===== src/rtl/block_feeder_pkg.sv =====
// block_feeder_pkg
//   Shared cipher-side definitions: word/block geometry, the feeder FSM
//   state encoding and a small packing helper used by the 32->128 packers.
package block_feeder_pkg;

  localparam int WORD_W        = 32;
  localparam int WORDS_PER_BLK = 4;
  localparam int BLK_W         = WORD_W * WORDS_PER_BLK;

  typedef enum logic [2:0] {
    IDLE,
    LOAD_KEY,
    LOAD_BLK,
    START,
    RUN,
    DRAIN
  } feeder_state_e;

  typedef logic [$clog2(WORDS_PER_BLK)-1:0] word_cnt_t;

  localparam word_cnt_t LAST_WORD = word_cnt_t'(WORDS_PER_BLK - 1);

  // Shift a new word in at the bottom; after four pushes the first word
  // sits in the top slot, giving big-endian word order.
  function automatic logic [BLK_W-1:0] push_word(input logic [BLK_W-1:0]  acc,
                                                 input logic [WORD_W-1:0] word);
    return {acc[BLK_W-WORD_W-1:0], word};
  endfunction

endpackage


===== src/rtl/block_feeder_if.sv =====
// block_feeder_if
//   Word-stream side of the block feeder.
//   in_data/in_valid/in_ready : 32-bit input stream (key words, block words)
//   in_newkey/in_ende         : operation attributes, meaningful on first beat
//   out_data/out_valid/out_ready/out_last : 32-bit result stream
//   slave  : seen by the feeder
//   master : seen by whatever drives the stream
interface block_feeder_if;
  import block_feeder_pkg::*;

  logic [WORD_W-1:0] in_data;
  logic              in_valid;
  logic              in_ready;
  logic              in_newkey;
  logic              in_ende;
  logic [WORD_W-1:0] out_data;
  logic              out_valid;
  logic              out_ready;
  logic              out_last;

  modport slave (
    input  in_data, in_valid, in_newkey, in_ende, out_ready,
    output in_ready, out_data, out_valid, out_last
  );

  modport master (
    output in_data, in_valid, in_newkey, in_ende, out_ready,
    input  in_ready, out_data, out_valid, out_last
  );

endinterface


===== src/rtl/block_feeder.sv =====
// block_feeder
//   Collects an optional 128-bit key and a 128-bit block from a 32-bit word
//   stream, launches the cipher datapath, waits for its result and streams
//   it back out as four 32-bit words. Aborts with a sticky err if the
//   datapath does not finish within TIMEOUT cycles.
// Ports
//   Clk       : clock, rising edge
//   Reset_n   : asynchronous active-low reset
//   bus       : word-stream interface (slave side)
//   dp_block  : block to datapath, first input word in [127:96]
//   dp_key    : key to datapath, retained across operations without newkey
//   dp_start  : start request, high for every START cycle
//   dp_ende   : 0 encrypt / 1 decrypt, held for the operation
//   dp_o      : datapath result
//   dp_busy   : datapath busy
//   err       : sticky timeout flag
//
// state    | meaning
// ---------+---------------------------------------------------------
// IDLE     | waiting for first beat; latches newkey/ende
// LOAD_KEY | collecting key words 1..3
// LOAD_BLK | collecting remaining block words
// START    | dp_start high until datapath reports busy
// RUN      | datapath busy; result captured when busy drops
// DRAIN    | streaming the 4 result words out
module block_feeder
  import block_feeder_pkg::*;
#(
  parameter int TIMEOUT = 64
) (
  input  logic             Clk,
  input  logic             Reset_n,
  block_feeder_if.slave    bus,
  output logic [BLK_W-1:0] dp_block,
  output logic [BLK_W-1:0] dp_key,
  output logic             dp_start,
  output logic             dp_ende,
  input  logic [BLK_W-1:0] dp_o,
  input  logic             dp_busy,
  output logic             err
);

  localparam int TIMER_W = (TIMEOUT > 2) ? $clog2(TIMEOUT) : 1;

  feeder_state_e    state, state_nxt;
  word_cnt_t        word_cnt;
  logic [TIMER_W-1:0] timer;
  logic [BLK_W-1:0] shift_q;
  logic             accept;
  logic             in_beat;
  logic             out_beat;
  logic             timer_done;
  logic             abort;
  logic             capture;

  assign in_beat    = bus.in_valid && accept;
  assign out_beat   = bus.out_ready && (state == DRAIN);
  assign timer_done = (timer == '0);

  // Completion wins over timeout when both land in the same cycle.
  assign capture = (state == RUN) && !dp_busy;
  assign abort   = timer_done &&
                   (((state == START) && !dp_busy) || ((state == RUN) && dp_busy));

  // state register
  always_ff @(posedge Clk or negedge Reset_n) begin
    if (!Reset_n) begin
      state <= IDLE;
    end else begin
      state <= state_nxt;
    end
  end

  // next state
  always_comb begin
    state_nxt = state;
    unique case (state)
      IDLE: begin
        if (in_beat) begin
          state_nxt = bus.in_newkey ? LOAD_KEY : LOAD_BLK;
        end
      end
      LOAD_KEY: begin
        if (in_beat && (word_cnt == LAST_WORD)) begin
          state_nxt = LOAD_BLK;
        end
      end
      LOAD_BLK: begin
        if (in_beat && (word_cnt == LAST_WORD)) begin
          state_nxt = START;
        end
      end
      START: begin
        if (dp_busy) begin
          state_nxt = RUN;
        end else if (timer_done) begin
          state_nxt = IDLE;
        end
      end
      RUN: begin
        if (!dp_busy) begin
          state_nxt = DRAIN;
        end else if (timer_done) begin
          state_nxt = IDLE;
        end
      end
      DRAIN: begin
        if (out_beat && (word_cnt == LAST_WORD)) begin
          state_nxt = IDLE;
        end
      end
      default: state_nxt = IDLE;
    endcase
  end

  // state-decoded outputs
  always_comb begin
    accept        = 1'b0;
    dp_start      = 1'b0;
    bus.out_valid = 1'b0;
    bus.out_last  = 1'b0;
    unique case (state)
      IDLE, LOAD_KEY, LOAD_BLK: accept = 1'b1;
      START:                    dp_start = 1'b1;
      DRAIN: begin
        bus.out_valid = 1'b1;
        bus.out_last  = (word_cnt == LAST_WORD);
      end
      default: ;
    endcase
  end

  assign bus.in_ready = accept;
  assign bus.out_data = shift_q[BLK_W-1 -: WORD_W];

  // packers, word counter, result shifter
  always_ff @(posedge Clk or negedge Reset_n) begin
    if (!Reset_n) begin
      word_cnt <= '0;
      dp_key   <= '0;
      dp_block <= '0;
      dp_ende  <= 1'b0;
      shift_q  <= '0;
    end else begin
      // Load and drain never overlap, so one counter serves both; it
      // wraps to 0 on the 4th word, ready for the next phase.
      if (in_beat || out_beat) begin
        word_cnt <= word_cnt + word_cnt_t'(1);
      end

      if (in_beat && (state == IDLE)) begin
        dp_ende <= bus.in_ende;
      end

      if (in_beat && ((state == LOAD_KEY) || ((state == IDLE) && bus.in_newkey))) begin
        dp_key <= push_word(dp_key, bus.in_data);
      end

      if (in_beat && ((state == LOAD_BLK) || ((state == IDLE) && !bus.in_newkey))) begin
        dp_block <= push_word(dp_block, bus.in_data);
      end

      if (capture) begin
        shift_q <= dp_o;
      end else if (out_beat) begin
        shift_q <= {shift_q[BLK_W-WORD_W-1:0], {WORD_W{1'b0}}};
      end
    end
  end

  // START+RUN watchdog: down-counter loaded on entry to START
  always_ff @(posedge Clk or negedge Reset_n) begin
    if (!Reset_n) begin
      timer <= '0;
      err   <= 1'b0;
    end else begin
      if ((state == LOAD_BLK) && (state_nxt == START)) begin
        timer <= TIMER_W'(TIMEOUT - 1);
      end else if (((state == START) || (state == RUN)) && !timer_done) begin
        timer <= timer - TIMER_W'(1);
      end

      if (abort) begin
        err <= 1'b1;
      end
    end
  end

endmodule


===== src/flat_wrapper.sv =====
// flat-port wrapper written by rule: the top's interface ports become plain ports
module block_feeder_flat import block_feeder_pkg::*;
#(
  parameter int TIMEOUT = 64
)
  (Clk, Reset_n, dp_block, dp_key, dp_start, dp_ende, dp_o, dp_busy, err, bus_in_data, bus_in_valid, bus_in_newkey, bus_in_ende, bus_out_ready, bus_in_ready, bus_out_data, bus_out_valid, bus_out_last);
  block_feeder_if bus_i ();
  input  logic Clk;
  input  logic Reset_n;
  output logic [BLK_W-1:0] dp_block;
  output logic [BLK_W-1:0] dp_key;
  output logic dp_start;
  output logic dp_ende;
  input  logic [BLK_W-1:0] dp_o;
  input  logic dp_busy;
  output logic err;
  input wire logic [$bits(bus_i.in_data)-1:0] bus_in_data;
  input wire logic [$bits(bus_i.in_valid)-1:0] bus_in_valid;
  input wire logic [$bits(bus_i.in_newkey)-1:0] bus_in_newkey;
  input wire logic [$bits(bus_i.in_ende)-1:0] bus_in_ende;
  input wire logic [$bits(bus_i.out_ready)-1:0] bus_out_ready;
  output wire logic [$bits(bus_i.in_ready)-1:0] bus_in_ready;
  output wire logic [$bits(bus_i.out_data)-1:0] bus_out_data;
  output wire logic [$bits(bus_i.out_valid)-1:0] bus_out_valid;
  output wire logic [$bits(bus_i.out_last)-1:0] bus_out_last;
  assign bus_i.in_data = bus_in_data;
  assign bus_i.in_valid = bus_in_valid;
  assign bus_i.in_newkey = bus_in_newkey;
  assign bus_i.in_ende = bus_in_ende;
  assign bus_i.out_ready = bus_out_ready;
  assign bus_in_ready = bus_i.in_ready;
  assign bus_out_data = bus_i.out_data;
  assign bus_out_valid = bus_i.out_valid;
  assign bus_out_last = bus_i.out_last;
  block_feeder #(.TIMEOUT(TIMEOUT)) u_core (.Clk(Clk), .Reset_n(Reset_n), .bus(bus_i), .dp_block(dp_block), .dp_key(dp_key), .dp_start(dp_start), .dp_ende(dp_ende), .dp_o(dp_o), .dp_busy(dp_busy), .err(err));
endmodule

===== config.mk =====
export PLATFORM = sky130hd
export DESIGN_NAME = block_feeder_flat
export DESIGN_NICKNAME = d
export VERILOG_FILES = /design/src/rtl/block_feeder_pkg.sv /design/src/rtl/block_feeder_if.sv /design/src/rtl/block_feeder.sv /design/src/flat_wrapper.sv
export SDC_FILE = /design/constraint.sdc
export NUM_CORES = 1
export LEC_CHECK = 0
export CAP_MARGIN = 15
export CORE_ASPECT_RATIO = 2
export CORE_UTILIZATION = 44
export CTS_BUF_LIST = sky130_fd_sc_hd__clkbuf_2
export DETAILED_ROUTE_END_ITERATION = 16
export MAX_ROUTING_LAYER = met4
export PLACE_DENSITY = 0.78
export SLEW_MARGIN = 20
export SYNTH_ARGS = -nofsm -noshare
export SYNTH_HDL_FRONTEND = slang
export SYNTH_SLANG_ARGS = --single-unit

===== constraint.sdc =====
create_clock -name Clk -period 1.55 [get_ports Clk]
set_input_delay 0.465 -clock Clk [delete_from_list [all_inputs] [get_ports Clk]]
set_output_delay 0.465 -clock Clk [all_outputs]
set_load 0.01 [all_outputs]

==> metrics.yaml <==
status: "finished with violations"
violations: "negative setup slack"
cellPowerDensity_nw_per_um2: 2050
rows: 97
clock_skew_ns: 0.124
crit_fanout: 4
yosys_register_bits: 397
die_w_um: 136
die_area_sq_um: 36500
drv_cap: 0
place_area_sq_um: 21500
grt_start_max_net_pins: 45
fmax_mhz: 431
synth.distinct_cells: 41
drv_slew: 0
io_buffers: 460
final_nets: 2267
grt_use_total: 0.281
antenna_found_initial: 4
dieHeight_um: 269
cpMaxStageDelayCell: "dfrtp_1"
dr.pass1.iters: 6
path_clk_slew_ns: 0.15
setup_tns_ns: -285.73
slowest_delay_ns: 0.42
syn_avg_cell_area_sq_um: 13.6
core_area_sq_um: 35100
first_global_vias: 14100
netlist_area_sq_um: 15700
yosys_warnings: 0
path_cells: "buf_4 > and3b_1 > buf_4"
setup_viol: 690
syn_nets: 1320
yosysTopAreaCell: "dfrtp_1"
hold_violations: 0
wirelength_mm: 62.1
overflow: 0
synth_edf_count: 0
worst_ep_required_time_ns: 1.08
h-tree-depth: 3
cts_buffers: 84
grt_pass1_wl_mm: 76.1
clockRootBuffer: "clkbuf_2"
ys_seq_area_frac: 0.633
drc: 0
end_kind: "primary output"
routabilityCongestion: 0.860
wl_met3_mm: 4.27
finalCritPeriodShare: 1.50
synthTopCellsByArea: "dfrtp_1, mux2_1, nand2_1, a22oi_1, mux2_2"
cts_tree: "built"
synthFlopType: "dfrtp_1"
start_util: 0.448
clock_tree.buffer_depth: 3
ant_nets: 0
synthTopCellsByCount: "dfrtp_1, mux2_1, nand2_1"
route.top_layer_used: "met4"
m1WireLength_mm: 19.3
post-route-min-period_ns: 2.32
drive_above_1_share: 0.511
synthToLayoutAreaGrowth_pct: 68.6
ios: 461
setup_ws_ns: -0.771
hpwl_mm: 32.3
rsz0062_at_grt: "yes"
worstMarginPinSlew_ns: 0.393
critical_path.startpoint_type: "register"
relSlewSlack: 0.738
worstPathArrival_ns: 1.86
avgRoutedWirePerCell_um: 23.9
worstSetupPathType: "register to primary output"
hold_path.class: "input port to register"
vias: 14100
vdd_ir_drop_max_v: 0.00132
synth_cells: 1151
leakagePower_nw: 13.3
stdcell_area_sq_um: 26500
via_per_inst: 5.42
path_common_cell: "buf_4"
postSynth.asyncResetShare: 1.00
drtIter0Drc: 756
dr_wl_met2_mm: 33.5
insertion_delay_ns: 1.03
synth_top_area_frac: 0.633
synth_most_common_cell: "dfrtp_1"
cts_sinks: 397
==> final timing paths <==
kind	startpoint	to	slack, ns	cells past startpoint
setup / recovery	u_core.state[1]	dp_start	-0.77	3
hold / removal	bus_in_data[20]	u_core.dp_key[20]	0.12	2
setup reg to reg	u_core.state[2]	u_core.dp_key[46]	-0.55	8
hold reg to reg	u_core.shift_q[126]	u_core.shift_q[126]	0.49	2
max in group asynchronous	Reset_n	u_core.dp_block[87]	0.97	3
min in group asynchronous	Reset_n	u_core.dp_key[43]	0.24	3
==> per-layer routing <==
layer  global-route usage  vias up
li1                     -     5951
met1                0.263     7018
met2                0.508      829
met3               0.0603      281
met4                0.173        0
met5                    -        -
==> kinds of logic after synthesis <==
logic type	Yosys count	synth area share
flip-flops	397	0.633
AND/OR/NAND/NOR	231	0.0599
multiplexers	260	0.186
AO/OA/AOI/OAI	150	0.0728
buffers and inverters	109	0.0457
XOR/XNOR	2	0.00112
adder cells (fa/ha/maj)	2	0.00159
==> where the power goes <==
group / total [mW] / switching [mW] / internal [mW]
Clock: 6.36 / 4.31 / 2.05
Sequential: 19.4 / 4.14 / 15.3
Combinational: 28.5 / 11.8 / 16.7
==> per-stage QoR <==
step	total power, mW	util	cells	hold slack [ns]	setup slack (ns)
after global placement	37.7	0.612	2068	0.413	-0.654
after detailed placement	38.6	0.612	2068	0.411	-0.671
after floorplan	26.9	-	1151	0.169	-0.0378
after CTS	46.6	0.676	2465	0.00153	-0.900
final	54.3	0.755	2599	0.118	-0.771
after global routing	56.6	0.755	2599	0.0564	-0.896
==> area by class of cell <==
| class | count | area [sq um] |
|---|---|---|
| tap | 445 | 557 |
| multi-input combinational | 645 | 5970 |
| sequential | 397 | 9940 |
| inverter | 6 | 22.5 |
| clock inverter | 20 | 111 |
| timing repair buffer | 964 | 9280 |
| antenna | 5 | 12.5 |
| clock buffer | 117 | 586 |
| fill | 1883 | 8600 |
==> cells in the final DEF (no fill, tap or decap), types with 8 or more instances in the layout <==
master,netlist,layout
a22o_1,32,32
a22oi_1,97,70
a22oi_2,0,27
buf_12,0,35
buf_16,0,8
buf_2,37,155
buf_4,46,321
buf_6,12,160
buf_8,0,11
clkbuf_16,0,31
clkbuf_2,0,117
clkdlybuf4s50_1,0,165
clkinv_1,0,12
dfrtp_1,397,394
dlygate4sd3_1,0,78
mux2_1,222,120
mux2_2,36,32
mux2_4,0,106
nand2_1,204,136
nand2_2,0,42
nand2_4,0,26
==> state kept, by name, summed over array words and instances (netlist names) <==
name             count
u_core.err           1
u_core.state         3
u_core.dp_block    128
u_core.shift_q     128
u_core.dp_ende       1
u_core.timer         6
u_core.dp_key      128
u_core.word_cnt      2
==> worst max-delay path: cells and delay by family (launching register included) <==
family	cells	cell delay, ns
flops	1	0.42
buf+inv	2	0.33
simple gates	1	0.21
==> what timing repair did <==
item | 4_1_cts | 5_1_grt
hold buffers | 79 | 0
gates resized for setup | 1353 | 305
gates cloned | 4 | 38
buffers inserted | 177 | 94
setup endpoints to repair | 686 | 691
pin swaps | 3 | 76
hold endpoints to repair | 481 | 0
Power figures use the tool's default switching activity.
